<file path="src/rtl/gf180mcu_fd_sc_mcu9t5v0__scan_chain_rd.sv">
// Scan-chain unload controller: shifts CHAIN_LEN bits out of a scan chain into DOUT,
// optionally recirculating them back into the chain head so the read is non-destructive.
module gf180mcu_fd_sc_mcu9t5v0__scan_chain_rd #(
    parameter int CHAIN_LEN = 16,
    parameter int CW        = $clog2(CHAIN_LEN)
) (
    input  logic                 CLK,
    input  logic                 RST,
    input  logic                 START,
    input  logic                 ABORT,
    input  logic                 RECIRC,
    input  logic                 SI,
    output logic                 SE,
    output logic                 SO,
    output logic [CHAIN_LEN-1:0] DOUT,
    output logic                 DVALID,
    input  logic                 DREADY,
    output logic                 BUSY,
    output logic [1:0]           state_dbg
);

    typedef enum logic [1:0] {
        IDLE  = 2'd0,
        SHIFT = 2'd1,
        HOLD  = 2'd2
    } state_t;

    state_t               state, state_n;
    logic [CW-1:0]        count, count_n;
    logic                 rc_q, rc_n;
    logic [CHAIN_LEN-1:0] dout_q, dout_n;

    always_ff @(posedge CLK or posedge RST) begin
        if (RST) begin
            state  <= IDLE;
            count  <= '0;
            rc_q   <= 1'b0;
            dout_q <= '0;
        end else begin
            state  <= state_n;
            count  <= count_n;
            rc_q   <= rc_n;
            dout_q <= dout_n;
        end
    end

    // Output handshake: DVALID/DOUT are held unchanged while in HOLD; a word is
    // transferred on any rising edge where DVALID=1 and DREADY=1 (DREADY is ignored otherwise).
    always_comb begin
        state_n = state;
        count_n = count;
        rc_n    = rc_q;
        dout_n  = dout_q;
        if (ABORT) begin
            state_n = IDLE;
            count_n = '0;
        end else begin
            case (state)
                IDLE: begin
                    if (START) begin
                        state_n = SHIFT;
                        count_n = '0;
                        rc_n    = RECIRC;
                    end
                end
                SHIFT: begin
                    dout_n = {SI, dout_q[CHAIN_LEN-1:1]};
                    if (count == CW'(CHAIN_LEN - 1)) begin
                        state_n = HOLD;
                        count_n = '0;
                    end else begin
                        count_n = count + CW'(1);
                    end
                end
                HOLD: begin
                    if (DREADY) state_n = IDLE;
                end
                default: begin
                    state_n = IDLE;
                    count_n = '0;
                end
            endcase
        end
    end

    assign SE        = (state == SHIFT);
    assign DVALID    = (state == HOLD);
    assign BUSY      = (state != IDLE);
    assign SO        = SE & rc_q & SI;
    assign DOUT      = dout_q;
    assign state_dbg = state;

endmodule

</file>
<file path="config.mk">
export PLATFORM = sky130hd
export DESIGN_NAME = gf180mcu_fd_sc_mcu9t5v0__scan_chain_rd
export DESIGN_NICKNAME = d
export VERILOG_FILES = /design/src/rtl/gf180mcu_fd_sc_mcu9t5v0__scan_chain_rd.sv
export SDC_FILE = /design/constraint.sdc
export NUM_CORES = 1
export LEC_CHECK = 0
export ABC_AREA = 0
export BUFFER_PORTS_ARGS = -buffer_cell sky130_fd_sc_hd__buf_2
export CORE_MARGIN = 3
export CORE_UTILIZATION = 49
export CTS_CLUSTER_DIAMETER = 30
export CTS_CLUSTER_SIZE = 28
export DETAILED_ROUTE_END_ITERATION = 6
export PLACE_DENSITY = 0.76
export SETUP_SLACK_MARGIN = 0.05
export SYNTH_ARGS = -nofsm -noshare
export SYNTH_HDL_FRONTEND = slang
export SYNTH_SLANG_ARGS = --single-unit
</file>
<file path="constraint.sdc">
create_clock -name CLK -period 1.8 [get_ports CLK]
set_input_delay 0.18 -clock CLK [delete_from_list [all_inputs] [get_ports CLK]]
set_output_delay 0.18 -clock CLK [all_outputs]
set_load 0.03 [all_outputs]
</file>
==> flow_summary.json, run 1 <==
{
  "initial_utilization": 0.5403,
  "dr_wl_met3_um": 85,
  "clkTransAtPathRegs_ns": 0.12,
  "nets": 112,
  "final_common_cell": "buf_2",
  "fin_tns_setup_ns": 0,
  "crit_type": "flop to primary output",
  "synth.cell_area_um2": 973.4,
  "cts-root-buf": "clkbuf_4",
  "utilization": 0.6563,
  "synth_nets": 78,
  "postCtsSetupBuffers": 0,
  "netlist_instances": 70,
  "grt_util_all_layers": 0.1588,
  "finalSetupViolations": 0,
  "fmax_mhz": 640.7,
  "io_buffers": 28,
  "wl_met1_um": 746,
  "slew_violations": 0,
  "power_mw": 1.533,
  "hold-worst-slack_ns": 0.08503,
  "boundaryPins": 29,
  "grt_pass1_wl_um": 2973,
  "grt_pass1_vias": 642,
  "worst_setup_path_start_kind": "flop",
  "antenna_found_initial": 0,
  "overflow": 0,
  "yosysWarnings": 0,
  "hp-start": "ABORT",
  "antenna_left": 0,
  "dr_total_vias": 682,
  "reg2reg_depth": 3,
  "drive_above_1_share": 0.5340,
  "seq_area_um2": 575.6,
  "multi_input_area_um2": 375.4,
  "peakVddDrop_uv": 1011,
  "whs_endpoint": "state_dbg[1]",
  "hold_depth": 2,
  "drtIter0Drc": 10,
  "ys_seq_area_frac": 0.5913,
  "cap_violations": 0,
  "dp.final_hpwl_um": 1325,
  "finalWirelength_um": 1773,
  "grt_max_degree": 24,
  "rsz0062_at_grt": "no",
  "skew_ns": 0.004134,
  "status": "finished clean",
  "clk_path_buf_depth": 2,
  "arrival_ns": 1.38,
  "numCtsBuffers": 3,
  "r2r_start": "state_dbg[1]",
  "n_fill_cell": 150,
  "ys_seq_elements": 23,
  "core_region_area_um2": 1802,
  "fin_crit_sh": 0.8672,
  "die_y_um": 50.57,
  "die_area_um2": 2557,
  "worstReg2RegEnd": "DOUT[2]",
  "avgSynthCellArea_um2": 13.91,
  "cts_tree": "yes",
  "min_path_type": "input pin to flop",
  "die_w_um": 50.57,
  "gp_congestion": 0.8373,
  "antenna_cells": 0,
  "drc": 0,
  "critPathMaxFanout": 6,
  "clock_latency_ns": 0.31,
  "cts_num_sinks": 23,
  "hold_viol": 0,
  "final_cell_mix": "28 x buf_2, 23 x dfrtp_1, 17 x mux2_2",
  "viasPerCell": 5.328,
  "finalCriticalPeriod_ns": 1.561,
  "slew_headroom": 0.8033,
  "maxUsedRoutingLayer": "met4",
  "power_density_nw_per_um2": 1296,
  "setup.worst_path.end_class": "primary output",
  "wire_per_inst_um": 13.85,
  "required_ns": 1.62,
  "area_delta_synth_final_pct": 21.46,
  "reg2reg_slack_ns": 0.30,
  "routed-wl-met2_um": 897,
  "core.rowCount": 15,
  "first_pass_iters": 4,
  "synthDistinctLibCells": 22,
  "cts_max_level": 1,
  "leakagePower_nw": 0.6260,
  "worst_pin_slew_ns": 0.2939
}
==> critical path, cell delays in order (launching register included) <==
cell and delay (ns):
dfrtp_1 0.47, nor2b_1 0.23, and3_1 0.18, buf_2 0.19
==> cells in the mapped netlist <==
cell,count,share of area
a21bo_2,1,0.010
a21oi_1,1,0.0051
a22oi_1,1,0.0077
a32o_1,1,0.010
and3_1,1,0.0064
buf_4,2,0.015
dfrtp_1,23,0.59
ha_1,1,0.013
inv_1,2,0.0077
mux2_2,17,0.20
mux2i_1,1,0.010
nand2_1,3,0.012
nand2b_1,3,0.019
nand3_1,4,0.021
nor2_1,1,0.0039
nor2b_1,2,0.013
nor3_1,1,0.0051
nor3b_4,1,0.019
o211ai_2,1,0.013
o21ai_0,1,0.0051
or2_2,1,0.0064
or3b_1,1,0.0090
==> metal layers <==
layer	GRT usage	vias to the layer above
met2	0.2696	17
met5	0	-
met3	0.02671	5
li1	-	320
met1	0.1869	340
met4	0.09417	0
==> logic make-up (layout without fill, tap and decap cells) <==
family / count (synthesis) / after routing / synth area share
AND/OR/NAND/NOR: 18 / 18 / 0.1144
flip-flops: 23 / 23 / 0.5913
adder cells (fa/ha/maj): 1 / 1 / 0.01285
AO/OA/AOI/OAI: 6 / 6 / 0.05141
multiplexers: 18 / 18 / 0.2069
buffers and inverters: 4 / 37 / 0.02313
==> registers in the layout (all words and copies together) (netlist names) <==
signal,flops
DOUT,16
state_dbg,2
rc_q,1
count,4
==> layout make-up <==
| type | count | share of cell area |
|---|---|---|
| clock inverter | 1 | 0.004233 |
| inverter | 2 | 0.006349 |
| tap | 25 | 0.02646 |
| multi-input combinational | 43 | 0.3175 |
| clock buffer | 3 | 0.01905 |
| sequential | 23 | 0.4868 |
| timing repair buffer | 31 | 0.1397 |
==> report_power, final <==
part / leakage, nW / internal, mW / switching [mW]
Sequential: 0.305 / 0.634 / 0.0856
Combinational: 0.303 / 0.209 / 0.368
Clock: 0.0177 / 0.0832 / 0.153
==> metrics by stage <==
| step | std cells | instance area (um2) | setup WS [ns] |
|---|---|---|---|
| 6_report | 128 | 1182 | 0.2391 |
| 5_1_grt | 128 | 1182 | 0.1642 |
| 4_1_cts | 128 | 1182 | 0.2511 |
| 3_5_place_dp | 123 | 1145 | 0.3405 |
| 3_3_place_gp | 123 | 1145 | 0.3847 |
| 2_1_floorplan | 70 | 973.4 | 0.07811 |
==> repair_timing <==
item                                   CTS  global route
hold buffers                             1             0
resized for setup                        0             0
endpoints found under the hold margin   23             0
==> how the worst max path moves through the flow <==
stage                       from        to  slack, ns  cells past startpoint
CTS                 state_dbg[1]        SO       0.25                      3
global route        state_dbg[0]        SO       0.16                      3
global placement    state_dbg[0]   DOUT[3]       0.38                      3
finish              state_dbg[1]        SO       0.24                      3
floorplan           state_dbg[0]        SO       0.08                      2
detailed placement  state_dbg[1]  DOUT[10]       0.34                      3
No activity file was read; power rests on OpenSTA's default activity.
==> run 2: changes to the inputs <==
- RECOVER_POWER: default -> 100
==> flow_summary.json, run 2 (same netlist as run 1, synthesis figures left out) <==
{
  "status": "finished clean",
  "antenna_found_initial": 0,
  "reg2reg_slack_ns": 0.30,
  "drc": 0,
  "cap_violations": 0,
  "cts_max_level": 1,
  "layoutNonFillerInstCount": 128,
  "fmax_mhz": 629.9,
  "cp_cell_sequence": "nor2b_1 > and3_1 > clkbuf_2",
  "grt_pass1_vias": 642,
  "critPathMaxFanout": 6,
  "place_area_um2": 1145,
  "initial_utilization": 0.5403,
  "crit_type": "flop to primary output",
  "post_cts_resized": 0,
  "clkTransAtPathRegs_ns": 0.12,
  "hold_depth": 2,
  "fin_area_um2": 1147,
  "gp_congestion": 0.8373,
  "dp_slack_ns": 0.3405,
  "dp.final_hpwl_um": 1325,
  "die_y_um": 50.57,
  "grt_pass1_wl_um": 2973,
  "slew_violations": 0,
  "finalWirelength_um": 1776,
  "cts_tree": "yes",
  "skew_ns": 0.005261,
  "min_path_type": "input pin to flop",
  "viasPerCell": 5.203,
  "n_fill_cell": 161,
  "worst_pin_slew_ns": 1.161,
  "peakVddDrop_uv": 995.7,
  "finalSetupViolations": 0,
  "crit_slowest_cell": "dfrtp_1",
  "dp.cells": 123,
  "finalCriticalPeriod_ns": 1.588,
  "arrival_ns": 1.41,
  "final_common_cell": "dfrtp_1",
  "setup_ws_ns": 0.2125,
  "fin_tns_setup_ns": 0,
  "cts_num_sinks": 23,
  "die_area_um2": 2557,
  "drtIter0Drc": 7,
  "rsz0062_at_grt": "no",
  "drive_above_1_share": 0.3107,
  "final_cell_mix": "23 x dfrtp_1, 22 x clkbuf_1, 17 x mux2_2",
  "antenna_left": 0,
  "cp_top_family": "flip-flops",
  "numCtsBuffers": 3,
  "dr_total_vias": 666,
  "worst_setup_path_start_kind": "flop",
  "path_buf_inv": 1,
  "overflow": 0,
  "startpoint": "state_dbg[1]",
  "clk_path_buf_depth": 2,
  "area_delta_synth_final_pct": 17.87,
  "hold_buffers": 1,
  "hp-start": "ABORT",
  "r2r_start": "state_dbg[1]",
  "core_region_area_um2": 1802,
  "postCtsSetupBuffers": 0,
  "die_w_um": 50.57,
  "grt_max_degree": 24,
  "boundaryPins": 29,
  "hold_viol": 0,
  "nets": 112,
  "worstReg2RegEnd": "DOUT[2]",
  "reg2reg_depth": 3,
  "required_ns": 1.62,
  "utilization": 0.6368,
  "fin_crit_sh": 0.8820,
  "io_buffers": 28,
  "whs_endpoint": "state_dbg[1]",
  "power_density_nw_per_um2": 1305,
  "wire_per_inst_um": 13.88,
  "clock_latency_ns": 0.31,
  "antenna_cells": 0,
  "largest_reg_flops": 16,
  "cts-root-buf": "clkbuf_4",
  "max_stage_delay_ns": 0.47,
  "core.rowCount": 15,
  "setup.worst_path.end_class": "primary output",
  "first_pass_iters": 4,
  "leakagePower_nw": 0.5351,
  "grt_util_all_layers": 0.1588,
  "slew_headroom": 0.2260
}
## run 2: changes by cell type in the layout (fill, tap and decap cells not counted)
| cell | previous run | this run |
|---|---|---|
| o211ai_1 | 0 | 1 |
| buf_4 | 2 | 1 |
| o211ai_2 | 1 | 0 |
| clkbuf_1 | 0 | 22 |
| clkbuf_2 | 0 | 1 |
| buf_2 | 28 | 6 |
## run 2: area by class of cell
type                       count  area (um2)  share of cell area
clock buffer                   3       22.52             0.01963
clock inverter                 1       5.005            0.004362
inverter                       2       7.507            0.006543
multi-input combinational     43       370.4              0.3228
sequential                    23       575.6              0.5016
tap                           25       31.28             0.02726
timing repair buffer          31       135.1              0.1178
## run 2: metal layers
layer,vias to the layer above,share of wire,GRT usage
li1,318,-,-
met1,328,0.43,0.1869
met2,18,0.51,0.2696
met3,2,0.044,0.02671
met4,0,0.012,0.09417
met5,-,0,0
## run 2: worst max path at each step
stage                     to  slack, ns  depth (start not counted)
floorplan                 SO       0.08                          2
global placement     DOUT[3]       0.38                          3
detailed placement  DOUT[10]       0.34                          3
CTS                       SO       0.25                          3
global route        count[2]       0.14                          4
finish                    SO       0.21                          3
## run 2: worst reg2reg max path: stages (launching register included)
cell     delay [ns]
dfrtp_1        0.47
nor3b_4        0.25
buf_4          0.30
mux2_2         0.38
## run 2: per-stage QoR
step / hold WS (ns) / power [mW]
floorplan: 0.1819 / 1.137
global placement: 0.2254 / 1.293
detailed placement: 0.2275 / 1.312
CTS: 0.07953 / 1.552
global route: 0.09541 / 1.583
finish: 0.09309 / 1.497
## run 2: power breakdown
part	switching, mW	total [mW]	internal (mW)
Sequential	0.0880	0.722	0.634
Clock	0.150	0.233	0.0829
Combinational	0.369	0.542	0.174
==> run 3: changes to the inputs <==
- clock period: 1.8 -> 1.6 ns (I/O delays scaled with it)
==> flow_summary.json, run 3 (same netlist as run 1, synthesis figures left out) <==
{
  "status": "finished clean",
  "slew_violations": 0,
  "io_buffers": 28,
  "grt_max_degree": 24,
  "cap_violations": 0,
  "skew_ns": 0.001957,
  "finalSetupViolations": 0,
  "viasPerCell": 5.202,
  "grt_util_all_layers": 0.1741,
  "wire_per_inst_um": 13.95,
  "first_pass_iters": 4,
  "drive_above_1_share": 0.3654,
  "antenna_found_initial": 0,
  "worst_pin_slew_ns": 0.5500,
  "nets": 113,
  "cts_num_sinks": 23,
  "clk_path_buf_depth": 2,
  "worst_setup_path_start_kind": "flop",
  "peakVddDrop_uv": 951.4,
  "required_ns": 1.44,
  "initial_utilization": 0.5403,
  "hold_viol": 0,
  "rsz0062_at_grt": "no",
  "leakagePower_nw": 0.5512,
  "n_fill_cell": 174,
  "power_density_nw_per_um2": 1453,
  "grt_pass1_wl_um": 3208,
  "whs_endpoint": "state_dbg[1]",
  "largest_reg_flops": 16,
  "slew_headroom": 0.6334,
  "drtIter0Drc": 6,
  "routed-wl-met2_um": 962,
  "drc": 0,
  "antenna_left": 0,
  "maxUsedRoutingLayer": "met4",
  "clock_latency_ns": 0.30,
  "grt_pass1_vias": 701,
  "hp-start": "ABORT",
  "fin_tns_setup_ns": 0,
  "worstReg2RegEnd": "count[3]",
  "die_area_um2": 2557,
  "fmax_mhz": 687.6,
  "hold_depth": 2,
  "reg2reg_depth": 4,
  "min_path_type": "input pin to flop",
  "die_w_um": 50.57,
  "core_region_area_um2": 1802,
  "cts_tree": "yes",
  "area_delta_synth_final_pct": 19.41,
  "final_cell_mix": "22 x dfrtp_1, 19 x clkbuf_1, 17 x mux2_2",
  "startpoint": "state_dbg[1]",
  "clkTransAtPathRegs_ns": 0.11,
  "setup.worst_path.end_class": "primary output",
  "r2r_start": "state_dbg[1]",
  "postCtsSetupBuffers": 0,
  "final_common_cell": "dfrtp_1",
  "wl_met1_um": 715,
  "reg2reg_slack_ns": 0.18,
  "dr_wl_met3_um": 72,
  "antenna_cells": 0,
  "gp_congestion": 0.7494,
  "critPathMaxFanout": 6,
  "dp.final_hpwl_um": 1408,
  "arrival_ns": 1.29,
  "overflow": 0,
  "finalWirelength_um": 1799,
  "finalCriticalPeriod_ns": 1.454,
  "die_y_um": 50.57,
  "fin_crit_sh": 0.9090,
  "utilization": 0.6451,
  "cts_max_level": 1,
  "core.rowCount": 15,
  "numCtsBuffers": 3,
  "cts-root-buf": "clkbuf_4",
  "boundaryPins": 29,
  "dr_total_vias": 671,
  "crit_type": "flop to primary output"
}
## run 3: per-layer routing
metal | vias up | GRT usage
li1 | 315 | -
met1 | 335 | 0.1893
met2 | 17 | 0.3000
met3 | 4 | 0.03561
met4 | 0 | 0.1211
met5 | - | 0
## run 3: final cells by class
type | instances | area, um2 | share of cell area
clock buffers | 4 | 26.28 | 0.02261
inverters | 2 | 7.507 | 0.006459
multi-input cells | 43 | 372.9 | 0.3208
flip-flops and latches | 23 | 576.8 | 0.4962
well taps | 25 | 31.28 | 0.02691
repair buffers | 32 | 147.6 | 0.1270
## run 3: critical path: stages (launching register included)
cell	delay, ns
dfrtp_1	0.47
nor2b_2	0.17
and3_1	0.16
buf_2	0.19
## run 3: worst max-delay path by stage
| stage | to | slack, ns | cells after the start |
|---|---|---|---|
| floorplan | SO | 0.07 | 2 |
| finish | SO | 0.15 | 3 |
| global route | SO | 0.04 | 3 |
| CTS | SO | 0.11 | 3 |
| global placement | count[3] | 0.25 | 4 |
| detailed placement | rc_q | 0.20 | 3 |
## run 3: what timing repair did
item / in CTS / in global routing
hold endpoints to repair: 23 / 0
hold buffers: 1 / 0
gates resized for setup: 0 / 2
endpoints found under the setup margin: 0 / 1
## run 3: through the flow
step	total power [mW]	setup WS [ns]	cells	hold WS (ns)	cell area, um2
2_1_floorplan	1.280	0.06964	70	0.1619	975.9
3_3_place_gp	1.461	0.2506	124	0.2033	1155
3_5_place_dp	1.482	0.2025	124	0.2237	1155
4_1_cts	1.745	0.1139	129	0.06204	1191
5_1_grt	1.802	0.03879	129	0.03823	1162
6_report	1.689	0.1456	129	0.07627	1162
## run 3: where the power goes
part           switching, mW  total (mW)  internal (mW)
logic                  0.412       0.615          0.204
registers              0.102       0.816          0.714
clock network          0.161       0.258         0.0973
